### src/rtl/lsu_pkg.sv
// Shared encodings for the load/store unit: access sizes, FSM states and the
// alignment rule used when LSU_ALIGN_CHECK_EN is defined.
package lsu_pkg;

    localparam logic [1:0] SIZE_BYTE = 2'b00;
    localparam logic [1:0] SIZE_HALF = 2'b01;
    localparam logic [1:0] SIZE_WORD = 2'b10;
    localparam logic [1:0] SIZE_RSVD = 2'b11;

    localparam logic [1:0] IDLE   = 2'b00;
    localparam logic [1:0] ACCESS = 2'b01;
    localparam logic [1:0] WRITE  = 2'b10;

    function automatic logic isAligned(input logic [1:0] size, input logic [1:0] offset);
        case (size)
            SIZE_BYTE: isAligned = 1'b1;
            SIZE_HALF: isAligned = (offset[0] == 1'b0);
            SIZE_WORD: isAligned = (offset == 2'b00);
            default:   isAligned = 1'b0;
        endcase
    endfunction

endpackage

### src/rtl/load_store_unit_if.sv
// CPU-side request/response bundle of the load/store unit; the CPU is the
// master, the LSU the slave.
interface load_store_unit_if #(
    parameter int ADDR_WIDTH = 32
);
    logic                  reqValid;
    logic                  reqWrite;
    logic [1:0]            reqSize;
    logic                  reqUnsigned;
    logic [ADDR_WIDTH-1:0] reqAddress;
    logic [31:0]           reqWriteData;
    logic                  busy;
    logic                  done;
    logic [31:0]           loadData;
    logic                  alignErr;

    modport master (
        output reqValid, reqWrite, reqSize, reqUnsigned, reqAddress, reqWriteData,
        input  busy, done, loadData, alignErr
    );

    modport slave (
        input  reqValid, reqWrite, reqSize, reqUnsigned, reqAddress, reqWriteData,
        output busy, done, loadData, alignErr
    );
endinterface

### src/rtl/lsu_lane_unit.sv
// Big-endian lane logic: extracts and extends a loaded lane, and merges store
// data into an old word for read-modify-write.
module lsu_lane_unit
    import lsu_pkg::*;
(
    input  logic [31:0] word_i,
    input  logic [31:0] newData_i,
    input  logic [1:0]  offset_i,
    input  logic [1:0]  size_i,
    input  logic        unsigned_i,
    output logic [31:0] extract_o,
    output logic [31:0] merge_o
);
    logic [7:0]  byteLane;
    logic [15:0] halfLane;

    // Byte offset 0 is the most significant byte of the word.
    always_comb begin
        case (offset_i)
            2'd0:    byteLane = word_i[31:24];
            2'd1:    byteLane = word_i[23:16];
            2'd2:    byteLane = word_i[15:8];
            default: byteLane = word_i[7:0];
        endcase
        halfLane = offset_i[1] ? word_i[15:0] : word_i[31:16];
    end

    always_comb begin
        case (size_i)
            SIZE_BYTE: extract_o = {{24{~unsigned_i & byteLane[7]}}, byteLane};
            SIZE_HALF: extract_o = {{16{~unsigned_i & halfLane[15]}}, halfLane};
            default:   extract_o = word_i;
        endcase
    end

    always_comb begin
        merge_o = word_i;
        case (size_i)
            SIZE_BYTE: begin
                case (offset_i)
                    2'd0:    merge_o[31:24] = newData_i[7:0];
                    2'd1:    merge_o[23:16] = newData_i[7:0];
                    2'd2:    merge_o[15:8]  = newData_i[7:0];
                    default: merge_o[7:0]   = newData_i[7:0];
                endcase
            end
            SIZE_HALF: begin
                if (offset_i[1]) merge_o[15:0]  = newData_i[15:0];
                else             merge_o[31:16] = newData_i[15:0];
            end
            default: merge_o = newData_i;
        endcase
    end
endmodule

### src/rtl/load_store_unit.sv
// Byte/halfword/word load-store unit in front of a word-wide big-endian memory.
// LSU_ALIGN_CHECK_EN: reject misaligned requests with AlignErr; otherwise force-align.
module load_store_unit
    import lsu_pkg::*;
#(
    parameter int ADDR_WIDTH = 32,
    parameter int DATA_WIDTH = 32
) (
    input  logic                  clk,
    input  logic                  rst,
    load_store_unit_if.slave      cpu,
    output logic [ADDR_WIDTH-1:0] memAddress_o,
    output logic [DATA_WIDTH-1:0] memWriteData_o,
    output logic                  memWrite_o,
    output logic                  memRead_o,
    input  logic [DATA_WIDTH-1:0] memReadData_i
);
    logic [1:0]            state_q;
    logic                  write_q;
    logic [1:0]            size_q;
    logic                  unsigned_q;
    logic [ADDR_WIDTH-1:0] addr_q;
    logic [31:0]           wdata_q;
    logic [31:0]           merged_q;
    logic [31:0]           loadData_q;
    logic                  done_q;
    logic                  alignErr_q;

    logic                  misaligned_d;
    logic [1:0]            size_d;
    logic [ADDR_WIDTH-1:0] addr_d;
    logic [31:0]           extracted;
    logic [31:0]           merged;
    logic                  isWordStore;

`ifdef LSU_ALIGN_CHECK_EN
    always_comb begin
        misaligned_d = ~isAligned(cpu.reqSize, cpu.reqAddress[1:0]);
        size_d       = cpu.reqSize;
        addr_d       = cpu.reqAddress;
    end
`else
    // No rejection: the reserved size becomes a word and low address bits are dropped.
    always_comb begin
        misaligned_d = 1'b0;
        size_d       = cpu.reqSize;
        addr_d       = cpu.reqAddress;
        case (cpu.reqSize)
            SIZE_BYTE: addr_d = cpu.reqAddress;
            SIZE_HALF: addr_d = {cpu.reqAddress[ADDR_WIDTH-1:1], 1'b0};
            default: begin
                size_d = SIZE_WORD;
                addr_d = {cpu.reqAddress[ADDR_WIDTH-1:2], 2'b00};
            end
        endcase
    end
`endif

    lsu_lane_unit u_lane (
        .word_i     (memReadData_i),
        .newData_i  (wdata_q),
        .offset_i   (addr_q[1:0]),
        .size_i     (size_q),
        .unsigned_i (unsigned_q),
        .extract_o  (extracted),
        .merge_o    (merged)
    );

    assign isWordStore = write_q && (size_q == SIZE_WORD);

    always_ff @(posedge clk or posedge rst) begin
        if (rst) begin
            state_q    <= IDLE;
            write_q    <= 1'b0;
            size_q     <= 2'b00;
            unsigned_q <= 1'b0;
            addr_q     <= '0;
            wdata_q    <= 32'h0;
            merged_q   <= 32'h0;
            loadData_q <= 32'h0;
            done_q     <= 1'b0;
            alignErr_q <= 1'b0;
        end else begin
            done_q     <= 1'b0;
            alignErr_q <= 1'b0;
            case (state_q)
                IDLE: begin
                    if (cpu.reqValid) begin
                        if (misaligned_d) begin
                            alignErr_q <= 1'b1;
                        end else begin
                            write_q    <= cpu.reqWrite;
                            size_q     <= size_d;
                            unsigned_q <= cpu.reqUnsigned;
                            addr_q     <= addr_d;
                            wdata_q    <= cpu.reqWriteData;
                            state_q    <= ACCESS;
                        end
                    end
                end
                ACCESS: begin
                    if (!write_q) begin
                        loadData_q <= extracted;
                        done_q     <= 1'b1;
                        state_q    <= IDLE;
                    end else if (isWordStore) begin
                        done_q     <= 1'b1;
                        state_q    <= IDLE;
                    end else begin
                        merged_q   <= merged;
                        state_q    <= WRITE;
                    end
                end
                WRITE: begin
                    done_q  <= 1'b1;
                    state_q <= IDLE;
                end
                default: state_q <= IDLE;
            endcase
        end
    end

    // Memory strobes come straight from the state so a reset cancels them at once.
    always_comb begin
        memAddress_o   = '0;
        memWriteData_o = '0;
        memWrite_o     = 1'b0;
        memRead_o      = 1'b0;
        case (state_q)
            ACCESS: begin
                memAddress_o = {addr_q[ADDR_WIDTH-1:2], 2'b00};
                if (isWordStore) begin
                    memWrite_o     = 1'b1;
                    memWriteData_o = wdata_q;
                end else begin
                    memRead_o = 1'b1;
                end
            end
            WRITE: begin
                memAddress_o   = {addr_q[ADDR_WIDTH-1:2], 2'b00};
                memWrite_o     = 1'b1;
                memWriteData_o = merged_q;
            end
            default: ;
        endcase
    end

    assign cpu.busy     = (state_q != IDLE);
    assign cpu.done     = done_q;
    assign cpu.loadData = loadData_q;
    assign cpu.alignErr = alignErr_q;
endmodule

### src/flat_wrapper.sv
// flat-port wrapper written by rule: the top's interface ports become plain ports
module load_store_unit_flat import lsu_pkg::*;
#(
    parameter int ADDR_WIDTH = 32,
    parameter int DATA_WIDTH = 32
)
  (clk, rst, memAddress_o, memWriteData_o, memWrite_o, memRead_o, memReadData_i, cpu_reqValid, cpu_reqWrite, cpu_reqSize, cpu_reqUnsigned, cpu_reqAddress, cpu_reqWriteData, cpu_busy, cpu_done, cpu_loadData, cpu_alignErr);
  load_store_unit_if #(.ADDR_WIDTH(ADDR_WIDTH)) cpu_i ();
  input  logic clk;
  input  logic rst;
  output logic [ADDR_WIDTH-1:0] memAddress_o;
  output logic [DATA_WIDTH-1:0] memWriteData_o;
  output logic memWrite_o;
  output logic memRead_o;
  input  logic [DATA_WIDTH-1:0] memReadData_i;
  input wire logic [$bits(cpu_i.reqValid)-1:0] cpu_reqValid;
  input wire logic [$bits(cpu_i.reqWrite)-1:0] cpu_reqWrite;
  input wire logic [$bits(cpu_i.reqSize)-1:0] cpu_reqSize;
  input wire logic [$bits(cpu_i.reqUnsigned)-1:0] cpu_reqUnsigned;
  input wire logic [$bits(cpu_i.reqAddress)-1:0] cpu_reqAddress;
  input wire logic [$bits(cpu_i.reqWriteData)-1:0] cpu_reqWriteData;
  output wire logic [$bits(cpu_i.busy)-1:0] cpu_busy;
  output wire logic [$bits(cpu_i.done)-1:0] cpu_done;
  output wire logic [$bits(cpu_i.loadData)-1:0] cpu_loadData;
  output wire logic [$bits(cpu_i.alignErr)-1:0] cpu_alignErr;
  assign cpu_i.reqValid = cpu_reqValid;
  assign cpu_i.reqWrite = cpu_reqWrite;
  assign cpu_i.reqSize = cpu_reqSize;
  assign cpu_i.reqUnsigned = cpu_reqUnsigned;
  assign cpu_i.reqAddress = cpu_reqAddress;
  assign cpu_i.reqWriteData = cpu_reqWriteData;
  assign cpu_busy = cpu_i.busy;
  assign cpu_done = cpu_i.done;
  assign cpu_loadData = cpu_i.loadData;
  assign cpu_alignErr = cpu_i.alignErr;
  load_store_unit #(.ADDR_WIDTH(ADDR_WIDTH), .DATA_WIDTH(DATA_WIDTH)) u_core (.clk(clk), .rst(rst), .cpu(cpu_i), .memAddress_o(memAddress_o), .memWriteData_o(memWriteData_o), .memWrite_o(memWrite_o), .memRead_o(memRead_o), .memReadData_i(memReadData_i));
endmodule
### config.mk
export PLATFORM = sky130hd
export DESIGN_NAME = load_store_unit_flat
export DESIGN_NICKNAME = d
export VERILOG_FILES = /design/src/rtl/lsu_pkg.sv /design/src/rtl/load_store_unit_if.sv /design/src/rtl/lsu_lane_unit.sv /design/src/rtl/load_store_unit.sv /design/src/flat_wrapper.sv
export SDC_FILE = /design/constraint.sdc
export NUM_CORES = 1
export LEC_CHECK = 0
export ABC_AREA = 1
export CORE_MARGIN = 4
export CORE_UTILIZATION = 49
export CTS_CLUSTER_SIZE = 30
export DETAILED_ROUTE_END_ITERATION = 10
export GPL_TIMING_DRIVEN = 0
export PLACE_DENSITY_LB_ADDON = 0.08
export SLEW_MARGIN = 20
export SYNTH_ARGS = -nofsm -noshare
export SYNTH_HDL_FRONTEND = slang
export SYNTH_SLANG_ARGS = --single-unit
export TNS_END_PERCENT = 50
### constraint.sdc
create_clock -name clk -period 6.1 [get_ports clk]
set_clock_uncertainty 0.05 [all_clocks]
set_input_delay 1.22 -clock clk [delete_from_list [all_inputs] [get_ports clk]]
set_output_delay 1.22 -clock clk [all_outputs]
set_load 0.03 [all_outputs]
# ---- After elaboration in Yosys (flattened, before gate mapping)
# Index checks and enable logic that the tools add are counted.
dict set report totals {
  register_bits 135
}
dict set report classes {
  n_eq_ne 8
  n_reduce_logical 12
  bitwise_logic 5
  muxes 25
}
# operator n
set ops {}
lappend ops {{$pmux 32 s2} 3}
lappend ops {{$mux 32} 2}
lappend ops {{$mux 16} 3}
lappend ops {{$mux 8} 4}
lappend ops {{$pmux 8 s3} 1}
lappend ops {{$eq 2x1->1 const B} 4}
lappend ops {{$logic_not 2->1} 4}
lappend ops {{$mux 2} 4}
lappend ops {{$pmux 2 s2} 2}
lappend ops {{$eq 2x2->1 const B} 3}
lappend ops {{$mux 1} 4}
lappend ops {{$pmux 1 s2} 2}
lappend ops {{$reduce_and 2->1} 2}
lappend ops {{$reduce_or 2->1} 2}
lappend ops {{$not 1->1} 3}
lappend ops {{$reduce_and 3->1} 1}
lappend ops {{$reduce_or 3->1} 1}
lappend ops {{$and 1x1->1} 2}
lappend ops {{$ne 2x2->1 const B} 1}
lappend ops {{$reduce_bool 2->1} 1}
lappend ops {{$logic_and 1x1->1} 1}

# ---- Depth between registers and ports, before layout
# Gate-level depths: netlist of the first run.
dict set report logic_depth {
  word_depth 5
  depth_mapped 10
  depth_no_buf 9
}

# ---- By module
# From an unflattened synthesis of the first run, not the netlist that was laid out.
dict set report hier_totals {
  cells_unflattened 1127
  area_unflattened_um2 7958.9
}
# module area_per_inst_um2 cells_each seq_area_each_um2 instances
set modules_own_cells {}
lappend modules_own_cells {load_store_unit 6150.9 768 3378.2 1}
lappend modules_own_cells {lsu_lane_unit 1808.0 359 0.0 1}

# ---- Least setup slack after synthesis of the first run
# OpenSTA, ideal clock, no wires.
dict set report synth_timing {
  kind {register to output}
  from {register u_core.state_q[0]}
  to {output port memWriteData_o[10]}
  arrival_ps 1653
  path_slack_ps 3177
  required_ps 4830
  n_path_buf 2
  stages_incl_launch_ff 7
  cell_sequence {dfrtp_1 > inv_1 > ha_1 > clkbuf_1 > clkbuf_1 > nand2_1 > a21oi_1}
}
dict set report synth_between {
  elab_chain_cells 2
}
# element line
set synth_rtl {}
lappend synth_rtl {{from (decl)} load_store_unit.sv:18} ;# logic [1:0] state_q;
lappend synth_rtl {{from (signal assigned)} load_store_unit.sv:73} ;# state_q <= IDLE;
lappend synth_rtl {{from (signal assigned)} load_store_unit.sv:97} ;# state_q <= ACCESS;
lappend synth_rtl {{from (signal assigned)} load_store_unit.sv:105} ;# state_q <= IDLE;
lappend synth_rtl {{$eq 2x2->1 / $eq 2x1->1 (equally long branches)} load_store_unit.sv:129} ;# case (state_q)
lappend synth_rtl {{$pmux 32 s2 (*)} load_store_unit.sv:129}
lappend synth_rtl {{to (decl)} flat_wrapper.sv:12} ;# output logic [DATA_WIDTH-1:0] memWriteData_o;
# Every way passes the cells marked *; elsewhere a longest branch is shown, timed or not.

# ---- Worst setup path in the final report of the first run
dict set report layout_timing {
  from {register u_core.state_q[0]}
  to {output port memWriteData_o[13]}
}
# Same word-level chain as after synthesis.

==> results.md, run 1 <==
* Slew @ Worst Pin at 0.709 ns
* Number of global-route vias before repair at between 7000 and 8000
* Hold Path Class: flip-flop to flip-flop
* Antenna cells at 0
* CTS tree: done
* Nets at 1413
* Top cells by area, synth: dfrtp_1, nand2_1, a21oi_1
* Pwr/cell area at 582 nW/µm²
* Largest net degree at the start of global routing at 90
* Die height at 133 µm
* Max cap viols at 0
* Setup WS pre-CTS at 2.29 ns
* GPL Wtd Cong at between 0.9 and 1
* Final instance area at 10600 µm²
* Max-slew violations at 0
* Peak supply drop at roughly 0.3 mV
* #FFs+latches synth at 135
* Post-DRT Antenna Nets at 0
* Unrepaired setup endpoints after global routing: no
* Fill cell count at around 1300
* Clk root buf: clkbuf_16
* Initial core utilization at 50.3%
* Seq pwr share at between 20% and 30%
* EDFF count, synth at 0
* Die Area at 17700 µm²
* Placed cell count at ~1500
* Max FO, Critical Path at 10
* Ys async rst share at 100%
* Worst setup SP type: flip-flop
* Total iterations of the first detailed-routing run at 6
* Post-route DRC at 0
* Logic gate share of total power at approximately 57%
* Clk_lat worst skew at 0.42 ns
* Routed WL at 26000 µm
* Mapped cell area at 7670 µm²
* CTS sink cnt at 135
* Relative slew slack at between 50 and 60%
* Placement Cell Area at 9980 µm²
* Finished Layout Cells at 1531
* WP data arrival at 3.00 ns
* Avg Cell Area, Syn at 7.07 µm²
* Clock power frac at roughly 17%
* Worst hold slack at 0.427 ns
* P_leak at 5.10 nW
* Period utilization at around 70%
* Clock tree buffer depth at 2
* Synth cell count leaders: nand2_1, dfrtp_1, a21oi_1
* Highest Clock Rate at 234 MHz
* Final Hold Vio Count at 0
* Setup crit end kind: primary output
* Outcome: finished clean
* Synthesis-to-layout area growth at 37.7%
* DIE WIDTH at roughly 130 µm
* I/O Buffers at 200
* Synth cell types at 32
* Post-synth top area share at 44.1%
* Routed len/inst at approximately 17 µm
* GRT overflow at 0
* Net Sw Power at a little under 0.003 W
* Post-cts resize count at 0
* CP Data Required Time at 4.83 ns
* Core area at 15300 µm²
* Path type of the worst setup path: flip-flop to primary output
* Clk slew on worst S/H paths at around 0.060 ns
* Min Clock Period, post-route at roughly 4.3 ns
* First-pass GRT wire length at 40600 µm
* Setup ws final at 1.83 ns
* Switching portion of total power at 47.8%
* Post-CTS setup repair buffer count at 0
* YS warnings at 0
* I/O Pins at roughly 200
* Ys flop type: dfrtp_1
* Num CTS Buffers at 17
* Int Power at 0.00321 W
* Final setup fails at 0
* Hold_buf cts at 0
* Total power at 0.00615 W
* Share of cells above drive strength 1 at 8.26%
* Vias per Instance at 5.17
* Post-Syn Instances at 1085
* Cell taking the most area after synthesis: dfrtp_1
* Cell row count at 45
* Via count at just under 8000
* Hpwl dp at 19600 µm
* Antenna violations before repair at 0
* Seq/Total Area, Yosys at 44.1%
* H-Tree Depth at 4
* Most numerous cell in the Yosys netlist: nand2_1
* Tot GR Track Use at 29.1%
* Detailed router's first-iteration violation count at about 760
## through the flow
step,TNS [ns],util [%]
6_report,0,69.2
3_3_place_gp,-117.64,65.1
4_1_cts,0,69.2
3_5_place_dp,0,65.4
2_1_floorplan,0,-
5_1_grt,0,69.2
## power groups by stage
| stage | Clock, W | Combinational, W | Sequential (W) |
|---|---|---|---|
| floorplan | 0 | 0.00205 | 0.00177 |
| global placement | 0 | 0.00342 | 0.00163 |
| detailed placement | 0 | 0.00345 | 0.00163 |
| CTS | 0.00103 | 0.00347 | 0.00163 |
| global route | 0.00107 | 0.00380 | 0.00168 |
| finish | 0.00103 | 0.00349 | 0.00164 |
## routing by layer
metal	routed length [µm]	GRT usage, %	part of all wire [%]	vias up
li1	-	-	-	3854
met1	11100	40.1	42	3620
met2	11700	45.4	45	379
met3	2470	6.53	9.5	59
met4	780	10.9	3.0	0
met5	0	0	0	-
## layout by cell type, fill, tap and decap left out, drive strengths merged
master / netlist / final
conb: 1 / 3
clkinv: 0 / 5
clkinvlp: 0 / 3
clkbuf: 29 / 50
clkdlybuf4s50: 0 / 200
dfrtp: 135 / 135
ha: 3 / 3
nand3: 45 / 45
o22ai: 4 / 4
or2: 36 / 36
nor2: 32 / 32
o21a: 3 / 3
a21boi: 8 / 8
o21ai: 80 / 80
buf: 39 / 40
nand2: 434 / 434
bufinv: 0 / 2
o211ai: 13 / 13
a21oi: 115 / 115
inv: 108 / 109
## worst max-delay path, cell delays in order (launching register included)
cell and delay, ns:
dfrtp_1 0.38, inv_1 0.11, ha_1 0.16, clkbuf_1 0.35, clkbuf_1 0.46, nand2_1 0.16, a21oi_1 0.25, clkdlybuf4s50_1 0.71
## cell type report
cell class / instances / area, µm² / area share, %
Buffer: 68 / 364 / 3.45
Tap cell: 211 / 264 / 2.50
Sequential cell: 135 / 3380 / 32.0
Inverter: 108 / 415 / 3.93
Timing Repair Buffer: 201 / 2030 / 19.2
Multi-Input combinational cell: 776 / 3520 / 33.4
Clock inverter: 11 / 124 / 1.17
Clock buffer: 21 / 460 / 4.36
## final timing paths
path | from | end | slack, ns | cells past startpoint
setup reg to reg | u_core.state_q[0] | u_core.addr_q[24] | 4.14 | 8
hold reg to reg | u_core.cpu.loadData[4] | u_core.cpu.loadData[4] | 0.43 | 2
setup / recovery | u_core.state_q[0] | memWriteData_o[13] | 1.83 | 7
max in group asynchronous | rst | u_core.merged_q[13] | 4.11 | 3
hold / removal | u_core.cpu.loadData[4] | u_core.cpu.loadData[4] | 0.43 | 2
min in group asynchronous | rst | u_core.cpu.loadData[17] | 1.14 | 2
## kinds of logic (layout without fill, tap and decap cells)
| kind of cell | count (synthesis) | after routing | share of synthesized area [%] |
|---|---|---|---|
| compound gates | 223 | 223 | 15.5 |
| fa+ha+maj | 3 | 3 | 0.490 |
| buf+inv | 176 | 409 | 10.1 |
| flops | 135 | 135 | 44.1 |
| other cells | 1 | 3 | 0.0489 |
| simple gates | 547 | 547 | 29.8 |
## registers in the layout (all words and copies together) (netlist names)
name,count
u_core.size_q,2
u_core.write_q,1
u_core.unsigned_q,1
u_core.state_q,2
u_core.addr_q,32
u_core.merged_q,32
u_core.cpu.loadData,32
u_core.cpu.done,1
u_core.wdata_q,32
(Power assumes the default switching activity.)
==> run 2, diff against run 1 <==
==> constraint.sdc (replaced) <==
create_clock -name clk -period 4.2 [get_ports clk]
set_clock_uncertainty 0.05 [all_clocks]
set_input_delay 0.84 -clock clk [delete_from_list [all_inputs] [get_ports clk]]
set_output_delay 0.84 -clock clk [all_outputs]
set_load 0.03 [all_outputs]
==> results.md, run 2 (synthesis gave the netlist of run 1 again) <==
* Outcome: finished clean
* Int Power at 0.00466 W
* Switching portion of total power at 48.0%
* CTS sink cnt at 135
* Unrepaired setup endpoints after global routing: no
* Hold Path Class: flip-flop to flip-flop
* Clk_lat worst skew at 0.42 ns
* Worst hold slack at roughly 0.43 ns
* Clk slew on worst S/H paths at 0.06 ns
* Post-DRT Antenna Nets at 0
* Most frequent cells in the layout: nand2_1, clkdlybuf4s50_1, dfrtp_1, a21oi_1, inv_1
* Setup WS pre-CTS at 0.788 ns
* Antenna cells at 0
* Via count at 7954
* Vias per Instance at 5.19
* Total power at 0.00896 W
* Total iterations of the first detailed-routing run at 6
* I/O Pins at 204
* Detailed router's first-iteration violation count at 737
* Clock power frac at 16.8%
* Slew @ Worst Pin at 0.675 ns
* Min Clock Period, post-route at 3.92 ns
* Clock tree buffer depth at 2
* Num CTS Buffers at 17
* Period utilization at 93.3%
* GRT overflow at 0
* Logic gate share of total power at between 50% and 60%
* Routed len/inst at 17.1 µm
* I/O Buffers at 200
* Placement Cell Area at around 10000 µm²
* GPL Wtd Cong at 0.958
* Post-cts resize count at 0
* Number of global-route vias before repair at between 7000 and 8000
* Final Hold Vio Count at 0
* Routed WL at 26200 µm
* Final setup fails at 0
* Synthesis-to-layout area growth at 38.4%
* Post-CTS setup repair buffer count at 0
* Post-route DRC at 0
* P_leak at 5.12 nW
* Cell row count at 45
* Setup crit end kind: primary output
* Share of cells above drive strength 1 at under 10%
* Pwr/cell area at 844 nW/µm²
* Highest Clock Rate at between 200 and 300 MHz
* Tot GR Track Use at between 20% and 30%
* Clk root buf: clkbuf_16
* Die height at about 130 µm
* First-pass GRT wire length at 41500 µm
* Hold_buf cts at 0
* Max cap viols at 0
* Antenna violations before repair at 1
* Seq pwr share at 26.5%
* Largest net degree at the start of global routing at 35
* Hpwl dp at about 20000 µm
* Post-route setup TNS at 0 ns
* CTS tree: done
* CP Data Required Time at 3.31 ns
* Die Area at 17700 µm²
* Core area at between 15000 and 20000 µm²
* Max-slew violations at 0
* Nets at 1416
* Net Sw Power at roughly 0.0043 W
* DIE WIDTH at 133 µm
* Initial core utilization at 50.3%
* Peak supply drop at ~0.48 mV
* Final instance area at 10600 µm²
* Setup ws final at 0.281 ns
* Worst setup SP type: flip-flop
* Max FO, Critical Path at 10
* H-Tree Depth at 4
* Leading cell type in the layout, fill and taps excluded: nand2_1
* Path type of the worst setup path: flip-flop to primary output
* Relative slew slack at 55.0%
* WP data arrival at 3.03 ns
-- run 2: cell type report --
cell class,instances,area [µm²]
timing repair buffer,204,2080
multi-input combinational,776,3520
tap,211,264
clock inverter,13,146
fill,1337,4640
buffer,68,364
clock buffer,19,443
sequential,135,3380
inverter,108,412
-- run 2: per-layer routing --
layer,vias up,GRT usage [%],routed length [µm]
met1,3646,39.6,10900
met2,388,46.7,12000
met3,64,8.99,2530
li1,3854,-,-
met4,2,9.89,804
met5,-,0,12
-- run 2: power by group through the flow --
| stage | Clock, W | Combinational (W) | Sequential, W |
|---|---|---|---|
| 6_report | 0.00150 | 0.00508 | 0.00238 |
| 3_3_place_gp | 0 | 0.00496 | 0.00236 |
| 5_1_grt | 0.00158 | 0.00554 | 0.00244 |
| 3_5_place_dp | 0 | 0.00503 | 0.00237 |
| 4_1_cts | 0.00152 | 0.00507 | 0.00236 |
| 2_1_floorplan | 0 | 0.00298 | 0.00257 |
-- run 2: path summary, 6_finish.rpt --
path                                   startpoint                      end  slack (ns)  depth (start not counted)
max in group asynchronous                     rst  u_core.cpu.loadData[15]        2.41                          5
min in group asynchronous                     rst       u_core.wdata_q[19]        0.73                          2
worst max-delay path            u_core.state_q[0]       memWriteData_o[15]        0.28                          7
worst min register to register  u_core.addr_q[16]        u_core.addr_q[16]        0.43                          2
worst max register to register  u_core.state_q[0]        u_core.addr_q[29]        2.22                          8
worst min-delay path            u_core.addr_q[16]        u_core.addr_q[16]        0.43                          2
-- run 2: critical path: stages, from the launching register on --
cell	delay [ns]
dfrtp_1	0.38
inv_1	0.10
ha_1	0.15
clkbuf_1	0.38
clkbuf_1	0.46
nand2_1	0.10
a21oi_1	0.30
clkdlybuf4s50_1	0.73
-- run 2: through the flow --
| stage | instances | utilization, % |
|---|---|---|
| 5_1_grt | 1534 | 69.6 |
| 3_3_place_gp | 1498 | 65.2 |
| 3_5_place_dp | 1502 | 65.7 |
| 2_1_floorplan | 1087 | - |
| 4_1_cts | 1534 | 69.6 |
| 6_report | 1534 | 69.6 |
==> run 3, diff against run 2 <==
--- a/config.mk
+++ b/config.mk
@@ -12,6 +12,7 @@
 export DETAILED_ROUTE_END_ITERATION = 10
 export GPL_TIMING_DRIVEN = 0
 export PLACE_DENSITY_LB_ADDON = 0.08
+export RECOVER_POWER = 100
 export SLEW_MARGIN = 20
 export SYNTH_ARGS = -nofsm -noshare
 export SYNTH_HDL_FRONTEND = slang
==> results.md, run 3 (synthesis gave the netlist of run 1 again) <==
* Outcome: finished, violations left
* Highest Clock Rate at 253 MHz
* Share of cells above drive strength 1 at 6.73%
* Final Hold Vio Count at 0
* Path type of the worst setup path: flip-flop to primary output
* Fill cell count at 1364
* Routed len/inst at ~17 µm
* Leading cell type in the layout, fill and taps excluded: nand2_1
* Total iterations of the first detailed-routing run at 5
* Clk_lat worst skew at 0.43 ns
* I/O Buffers at 200
* Post-DRT Antenna Nets at 0
* Vias per Instance at 5.21
* Total power at 0.00871 W
* Post-cts resize count at 0
* Max cap viols at 2
* Post-CTS setup repair buffer count at 0
* Cell row count at 45
* Int Power at 0.00446 W
* Clock power frac at 17.2%
* I/O Pins at 204
* Worst setup SP type: flip-flop
* CTS tree: done
* Core area at 15300 µm²
* Most frequent cells in the layout: nand2_1, dfrtp_1, a21oi_1, inv_1, dlygate4sd3_1
* Hpwl dp at just under 20000 µm
* Routed WL at between 20000 and 30000 µm
* Failing checks: max-capacitance violations, max-slew violations
* Synthesis-to-layout area growth at 36.8%
* Setup crit end kind: primary output
* Pwr/cell area at 830 nW/µm²
* Slew @ Worst Pin at 1.85 ns
* Relative slew slack at -23.3%
* DIE WIDTH at between 100 and 150 µm
* Peak supply drop at 0.466 mV
* Clk slew on worst S/H paths at 0.06 ns
* Seq pwr share at 27.2%
* Max FO, Critical Path at 10
* Die Area at 17700 µm²
* Nets at 1416
* Clk root buf: clkbuf_16
* Unrepaired setup endpoints after global routing: no
* Max-slew violations at 64
* GRT overflow at 0
* Hold_buf cts at 0
* Die height at 133 µm
* First-pass GRT wire length at 41500 µm
* Min Clock Period, post-route at 3.95 ns
* Net Sw Power at 0.00425 W
* Post-route DRC at 0
* Antenna cells at 0
* Via count at 7992
* Final setup fails at 0
* P_leak at around 5.3 nW
* Antenna violations before repair at 1
* CP Data Required Time at around 3.3 ns
* Multi-input logic area at 3480 µm²
* GPL Wtd Cong at 0.958
* Initial core utilization at 50.3%
* Clock tree buffer depth at 2
* Period utilization at 94.1%
* Hold Path Class: flip-flop to flip-flop
* Post-route setup TNS at 0 ns
* CTS sink cnt at ~140
* H-Tree Depth at 4
* Largest net degree at the start of global routing at 35
* Logic gate share of total power at 55.6%
* Area taken by flip-flops and latches at roughly 3400 µm²
* Detailed router's first-iteration violation count at 720
* Tot GR Track Use at just under 30%
* Switching portion of total power at 48.8%
* Number of global-route vias before repair at 7732
* Num CTS Buffers at 17
* WP data arrival at roughly 3.1 ns
## run 3: cell types whose count changed in the layout (fill, tap and decap cells not counted), sizes merged
cell           previous run  this run
clkbuf                   48        64
dlygate4sd3               0       101
buf                      43        27
clkdlybuf4s50           200        99
## run 3: layout make-up
cell class / instances / area share [%]
clock buffer: 19 / 4.22
tap: 211 / 2.52
inverter: 108 / 3.90
buffer: 68 / 3.15
clock inverter: 13 / 1.40
timing repair buffer: 204 / 19.4
sequential: 135 / 32.2
multi-input combinational: 776 / 33.2
## run 3: worst max-delay path, cell delays in order, from the launching register on
cell           delay (ns)
dfrtp_1              0.38
inv_1                0.10
ha_1                 0.15
clkbuf_1             0.37
clkbuf_1             0.46
nand2_1              0.09
a21oi_1              0.29
dlygate4sd3_1        0.79
## run 3: metal layers
metal	global-route usage (%)	share of wire (%)	up-vias
li1	-	-	3858
met1	39.6	41	3684
met2	46.7	46	383
met3	8.99	9.4	65
met4	9.89	3.3	2
met5	0	0.046	-
## run 3: final timing paths
| path | from | to | slack, ns | depth (start not counted) |
|---|---|---|---|---|
| max | u_core.state_q[0] | memWriteData_o[15] | 0.25 | 7 |
| min | u_core.cpu.loadData[2] | u_core.cpu.loadData[2] | 0.42 | 2 |
| max reg2reg | u_core.state_q[0] | u_core.addr_q[1] | 1.96 | 7 |
| min reg2reg | u_core.cpu.loadData[2] | u_core.cpu.loadData[2] | 0.42 | 2 |
| max in group asynchronous | rst | u_core.cpu.loadData[15] | 0.63 | 5 |
| min in group asynchronous | rst | u_core.wdata_q[19] | 0.93 | 2 |
## run 3: through the flow
step	hold WS, ns	util [%]	std cells	setup slack (ns)	area, µm²
5_1_grt	0.450	68.7	1534	0.111	10500
6_report	0.422	68.7	1534	0.249	10500
3_3_place_gp	0.412	65.2	1498	0.349	9940
2_1_floorplan	0.399	-	1087	1.63	7680
3_5_place_dp	0.415	65.7	1502	0.788	10000
4_1_cts	0.432	69.6	1534	0.326	10600
## run 3: power by group through the flow
stage                     clock network [W]  registers [W]  logic, W
after global placement                    0        0.00236   0.00496
after detailed placement                  0        0.00237   0.00503
after CTS                           0.00152        0.00236   0.00507
after floorplan                           0        0.00257   0.00298
after global routing                0.00158        0.00244   0.00530
final                               0.00150        0.00237   0.00484
